===== config.mk =====
export PLATFORM = sky130hd
export DESIGN_NAME = pcie_dma_sched
export DESIGN_NICKNAME = d
export VERILOG_FILES = /design/src/rtl/pcie_dma_sched_pkg.sv /design/src/rtl/pcie_dma_sched_rr_arbiter.sv /design/src/rtl/pcie_dma_sched.sv
export SDC_FILE = /design/constraint.sdc
export NUM_CORES = 1
export LEC_CHECK = 0
export CAP_MARGIN = 5
export CORE_MARGIN = 2
export CORE_UTILIZATION = 43
export DETAILED_ROUTE_END_ITERATION = 7
export PLACE_DENSITY = 0.85
export SLEW_MARGIN = 15
export SYNTH_ARGS = -nofsm -noshare
export SYNTH_HDL_FRONTEND = slang
export SYNTH_SLANG_ARGS = --single-unit

===== constraint.sdc =====
create_clock -name i_clk -period 4.4 [get_ports i_clk]
set_clock_uncertainty 0.15 [all_clocks]
set_input_delay 0.88 -clock i_clk [delete_from_list [all_inputs] [get_ports i_clk]]
set_output_delay 0.88 -clock i_clk [all_outputs]
set_load 0.005 [all_outputs]

===== src/rtl/pcie_dma_sched_pkg.sv =====
// Shared types for the PCIe DMA scheduler: FSM states, the register record
// with its reset value, default sizing and the round-robin pointer helper.
package pcie_dma_sched_pkg;

    localparam int REQ_MAX     = 4;
    localparam int REQ_NUM_DEF = 4;
    localparam int TIMEOUT_DEF = 4096;
    localparam int WDOG_W      = 16;

    typedef enum logic [1:0] {
        ST_IDLE  = 2'd0,
        ST_ISSUE = 2'd1,
        ST_WAIT  = 2'd2
    } state_e;

    // Vectors are sized for the largest configuration; only the low REQ_NUM bits are used.
    typedef struct packed {
        state_e               state;
        logic [1:0]           rr_ptr;
        logic [1:0]           owner;
        logic [31:0]          addr;
        logic [11:0]          len;
        logic                 write;
        logic                 dma_valid;
        logic [WDOG_W-1:0]    wdog;
        logic [REQ_MAX-1:0]   ready;
        logic [REQ_MAX-1:0]   done;
        logic [REQ_MAX-1:0]   err;
    } regs_t;

    localparam regs_t REGS_RST = '{
        state:     ST_IDLE,
        rr_ptr:    2'd0,
        owner:     2'd0,
        addr:      32'd0,
        len:       12'd0,
        write:     1'b0,
        dma_valid: 1'b0,
        wdog:      16'd0,
        ready:     4'd0,
        done:      4'd0,
        err:       4'd0
    };

    function automatic logic [1:0] next_ptr(input logic [1:0] cur, input int req_num);
        return (int'(cur) >= req_num - 1) ? 2'd0 : cur + 2'd1;
    endfunction

endpackage


===== src/rtl/pcie_dma_sched_rr_arbiter.sv =====
// Combinational round-robin pick: the first asserted request at or after
// i_ptr, wrapping modulo N. Outputs a one-hot grant and its index.
module pcie_dma_sched_rr_arbiter #(
    parameter int N = 4
) (
    input  logic [N-1:0] i_req,
    input  logic [1:0]   i_ptr,
    output logic [N-1:0] o_grant,
    output logic [1:0]   o_idx,
    output logic         o_any
);

    int w_dist;
    int w_best;

    // NOTE: every output and temporary gets a default before any branch so no latch is inferred.
    always_comb begin
        o_grant = '0;
        o_idx   = 2'd0;
        o_any   = 1'b0;
        w_best  = N;
        w_dist  = 0;
        // Distance from the pointer decides priority; the smallest distance wins.
        for (int k = 0; k < N; k++) begin
            w_dist = k - int'(i_ptr);
            if (w_dist < 0) begin
                w_dist = w_dist + N;
            end
            if (i_req[k] && (w_dist < w_best)) begin
                w_best = w_dist;
                o_idx  = 2'(k);
                o_any  = 1'b1;
            end
        end
        for (int k = 0; k < N; k++) begin
            o_grant[k] = o_any && (o_idx == 2'(k));
        end
    end

endmodule


===== src/rtl/pcie_dma_sched.sv =====
// Round-robin scheduler sharing one PCIe DMA engine between up to four
// requesters: grant, forward the command, then wait for done or watchdog.
module pcie_dma_sched
    import pcie_dma_sched_pkg::*;
#(
    parameter bit async_reset = 1'b1,
    parameter int REQ_NUM     = REQ_NUM_DEF,
    parameter int TIMEOUT     = TIMEOUT_DEF
) (
    input  logic                  i_clk,
    input  logic                  i_nrst,
    input  logic                  i_link_up,
    input  logic [REQ_NUM-1:0]    i_req_valid,
    output logic [REQ_NUM-1:0]    o_req_ready,
    input  logic [REQ_NUM*32-1:0] i_req_addr,
    input  logic [REQ_NUM*12-1:0] i_req_len,
    input  logic [REQ_NUM-1:0]    i_req_write,
    output logic                  o_dma_valid,
    input  logic                  i_dma_ready,
    output logic [31:0]           o_dma_addr,
    output logic [11:0]           o_dma_len,
    output logic                  o_dma_write,
    input  logic                  i_dma_done,
    output logic [REQ_NUM-1:0]    o_done,
    output logic [REQ_NUM-1:0]    o_err,
    output logic [1:0]            o_owner,
    output logic                  o_busy
);

    regs_t              r_cur;
    regs_t              w_nxt;
    logic [REQ_NUM-1:0] w_grant;
    logic [1:0]         w_idx;
    logic               w_any;

    pcie_dma_sched_rr_arbiter #(
        .N (REQ_NUM)
    ) u_rr_arbiter (
        .i_req   (i_req_valid),
        .i_ptr   (r_cur.rr_ptr),
        .o_grant (w_grant),
        .o_idx   (w_idx),
        .o_any   (w_any)
    );

    always_comb begin
        w_nxt       = r_cur;
        w_nxt.ready = '0;
        w_nxt.done  = '0;
        w_nxt.err   = '0;
        case (r_cur.state)
            ST_IDLE: begin
                if (i_link_up && w_any) begin
                    w_nxt.state = ST_ISSUE;
                    w_nxt.ready = REQ_MAX'(w_grant);
                    w_nxt.owner = w_idx;
                    for (int k = 0; k < REQ_NUM; k++) begin
                        if (w_grant[k]) begin
                            w_nxt.addr  = i_req_addr[32*k +: 32];
                            w_nxt.len   = i_req_len[12*k +: 12];
                            w_nxt.write = i_req_write[k];
                        end
                    end
                end
            end
            ST_ISSUE: begin
                // The first ISSUE cycle carries o_req_ready; the engine sees valid one cycle later.
                if (!r_cur.dma_valid) begin
                    w_nxt.dma_valid = 1'b1;
                end else if (i_dma_ready) begin
                    w_nxt.dma_valid = 1'b0;
                    w_nxt.wdog      = '0;
                    w_nxt.state     = ST_WAIT;
                end
            end
            ST_WAIT: begin
                // Completion is checked first so a done on the timeout cycle suppresses the error.
                if (i_dma_done) begin
                    w_nxt.done[r_cur.owner] = 1'b1;
                    w_nxt.rr_ptr            = next_ptr(r_cur.owner, REQ_NUM);
                    w_nxt.state             = ST_IDLE;
                end else if (r_cur.wdog == WDOG_W'(TIMEOUT - 1)) begin
                    w_nxt.err[r_cur.owner]  = 1'b1;
                    w_nxt.rr_ptr            = next_ptr(r_cur.owner, REQ_NUM);
                    w_nxt.state             = ST_IDLE;
                end else if (r_cur.wdog != '1) begin
                    w_nxt.wdog = r_cur.wdog + 16'd1;
                end
            end
            default: begin
                w_nxt = REGS_RST;
            end
        endcase
    end

    // NOTE: state registers use non-blocking assignments so every flop samples pre-edge values.
    generate
        if (async_reset) begin : g_async_rst
            always_ff @(posedge i_clk or negedge i_nrst) begin
                if (!i_nrst) begin
                    r_cur <= REGS_RST;
                end else begin
                    r_cur <= w_nxt;
                end
            end
        end else begin : g_sync_rst
            always_ff @(posedge i_clk) begin
                if (!i_nrst) begin
                    r_cur <= REGS_RST;
                end else begin
                    r_cur <= w_nxt;
                end
            end
        end
    endgenerate

    assign o_req_ready = r_cur.ready[REQ_NUM-1:0];
    assign o_done      = r_cur.done[REQ_NUM-1:0];
    assign o_err       = r_cur.err[REQ_NUM-1:0];
    assign o_dma_valid = r_cur.dma_valid;
    assign o_dma_addr  = r_cur.addr;
    assign o_dma_len   = r_cur.len;
    assign o_dma_write = r_cur.write;
    assign o_owner     = r_cur.owner;
    assign o_busy      = (r_cur.state != ST_IDLE);

endmodule


==> metrics.txt <==
H-tree depth 3; Worst path slowest cell clkdlybuf4s50_1; CTS Sinks 80; DRT Pass-1 Iters 5; CP max stage delay 420 ps; Sw Pwr 0.00182 W; family with the most delay on the worst path compound AO/OA/AOI/OAI gates; cts bufs inserted 9; 1st-iter DRT viols about 550; Slew Viols, Final 0; crit-path most repeated cell ha_1; area leader, netlist dfrtp_1; Crit path arrival time 3960 ps; startpoint types primary input; CP Capture Type register; worst-path maximum fanout 37; post-CTS sizing 0; post-route ant nets 0; Comb pwr share 0.576; first-pass GRT wire length 31.0 mm; Post-synth top cells nand2_1, nor3_1, dfrtp_1; part of the cycle the worst path needs 0.886; Die Ht 120 µm; Crit path required time 4460 ps; Congestion Overflow GR 0; Post-Syn Instances 726; Port Buffer Count 249; yosys warns 0; Sw Share 0.417; top cells by area, synth dfrtp_1, nor3_1, buf_4; Total GRT Usage 0.274; Hold WC Path Type reg2reg; final hold vios 0; #FFs+latches synth 80; RSZ-0062 raised after global routing false; DPL Wire Length 13.8 mm; Root Buffer clkbuf_16; DR DRC count 0; Final min period slightly below 4000 ps; Async S/R FF share, synth 1.00; max-slew headroom at the worst pin 0.286; initial antenna violation count 0; Initial Util 0.439; Power Internal between 0.002 and 0.003 W; n_diodes 0; Detailed Route WL around 20 mm; die area 14,400 µm²; Worst-path clk slew roughly 60 ps; syn avg cell area 7.97 µm²; vias per inst 5.59; clk_lat worst skew about 340 ps; DR vias around 6,000; FP Rows 42; Seq pwr share 0.236; hold buffers post-CTS 0; Worst Path Buf+Inv 3; clock network power share 0.188; Post-Syn Area approximately 5800 µm²; Post-CTS Setup Bufs 0; Filler cells around 1,100; maximum vdd drop 297 µV; Power, Total 0.00437 W; count leader, synth nand2_1; RePlAce Congestion 0.897; largest net degree at the start of global routing 81; core area 13,200 µm²; Final Setup Violations 0; # IOs 250; register area share after synthesis 0.346; Fmax achieved around 260 MHz; max cap viols 0; Setup TNS 0 ps; Chip Width 120 µm; P per Cell Area ~520 nW/µm²; layout cells sized above 1 0.0592; status finished clean; post-synthesis cell type count 50; top cell type's share of synthesized area 0.346; Clock Path Buffers 2; number of flops mapped to enable cells by yosys 0; number of global-route vias before repair just under 6,000; P&R area growth vs syn 45.4%; CP cell instances clkdlybuf4s50_1 > inv_1 > mux2i_1 > a32oi_1 > ha_1 > o22ai_1 > o21ai_1 > nand2_1 > o21ai_0 > ha_1 > nor2_1 > o21a_4 > buf_12 > nor3_1 > o41ai_1; worst-margin pin slew 1070 ps; Post-Syn Nets 925; CTS tree yes; Static Leak roughly 3.7 nW; layout net count ~1,100; drt wl/cell 18.4 µm; ys flop type dfrtp_1; critical path type in2reg
-- path summary, 6_finish.rpt --
| check | from | end | slack, ps | depth (start not counted) |
|---|---|---|---|---|
| setup / recovery | i_req_valid[1] | o_dma_addr[11]$_DFFE_PN0P_ | 500 | 15 |
| hold / removal | o_dma_write$_DFFE_PN0P_ | o_dma_write$_DFFE_PN0P_ | 320 | 2 |
| setup reg to reg | r_cur[76]$_DFFE_PN0P_ | o_dma_addr[11]$_DFFE_PN0P_ | 990 | 13 |
| hold reg to reg | o_dma_write$_DFFE_PN0P_ | o_dma_write$_DFFE_PN0P_ | 320 | 2 |
| max in group asynchronous | i_nrst | o_dma_len[4]$_DFFE_PN0P_ | 2820 | 1 |
| min in group asynchronous | i_nrst | o_dma_addr[24]$_DFFE_PN0P_ | 570 | 1 |
-- kinds of logic after synthesis --
kind of cell,after synthesis,synth area share
DFF,80,0.346
muxes,49,0.0858
adders and majority gates,10,0.0216
buffers and inverters,169,0.155
and+or+nand+nor,264,0.215
xor gates and xnor gates,1,0.00151
AOI/OAI and AO/OA,153,0.176
-- layout make-up --
| class | count | area, µm² | area share |
|---|---|---|---|
| tap | 176 | 220 | 0.0262 |
| inverter | 54 | 203 | 0.0241 |
| clock buffer | 10 | 239 | 0.0284 |
| multi-input combinational | 477 | 2930 | 0.348 |
| timing repair buffer | 269 | 2740 | 0.326 |
| sequential | 80 | 2000 | 0.238 |
| clock inverter | 6 | 82.6 | 0.00981 |
-- worst reg2reg max path, delay by kind of cell, from the launching register on --
| kind | cells | cell delay [ps] |
|---|---|---|
| adder cells (fa/ha/maj) | 2 | 510 |
| flip-flops | 1 | 480 |
| buffers and inverters | 1 | 240 |
| AND/OR/NAND/NOR | 4 | 640 |
| AO/OA/AOI/OAI | 6 | 1280 |
-- stage by stage --
| step | utilization | worst slack (ps) | area, µm² | instances | hold slack, ps |
|---|---|---|---|---|---|
| after global placement | 0.614 | 240 | 8100 | 1056 | 306 |
| after detailed placement | 0.614 | 190 | 8100 | 1056 | 311 |
| after global routing | 0.638 | 205 | 8420 | 1072 | 350 |
| after CTS | 0.638 | 539 | 8420 | 1072 | 324 |
| final | 0.638 | 501 | 8420 | 1072 | 319 |
| after floorplan | - | 619 | 5790 | 726 | 294 |
-- metal layers --
layer  wire length, µm  part of all wire  vias to the layer above  GRT usage
met1              8100              0.41                     2797      0.356
met5                 0                 0                        -          0
met3              1640             0.083                       58     0.0618
li1                  -                 -                     2827          -
met4               748             0.038                        0      0.129
met2              9250              0.47                      314      0.432
-- registers in the layout, indices dropped and copies added, names as in the netlist --
name / flops
o_dma_len: 12
o_dma_addr: 32
o_owner: 2
o_dma_valid: 1
o_dma_write: 1
o_req_ready: 4
r_cur: 20
o_err: 4
o_done: 4
-- power groups by stage --
stage	clock network (W)	registers (W)	logic (W)
floorplan	0	0.00100	0.00166
global placement	0	0.00103	0.00246
detailed placement	0	0.00104	0.00250
CTS	0.000832	0.00103	0.00251
global route	0.000864	0.00105	0.00273
finish	0.000821	0.00103	0.00252
-- cells in the final DEF, fill, tap and decap left out, types with 3 or more instances in the layout --
cell,count
o21ai_0,25
nor3_1,97
a21oi_1,56
nand3_1,7
clkbuf_16,9
nand2b_1,4
buf_4,13
and3_1,6
a21o_1,3
clkdlybuf4s50_1,248
clkinv_2,3
buf_12,8
and2_1,5
nand2_1,104
nor2b_1,3
mux2i_1,47
nand4_1,6
inv_1,54
o41ai_1,46
dfrtp_1,80
nor2_1,20
ha_1,10
a31oi_1,4
(Power assumes the default switching activity.)
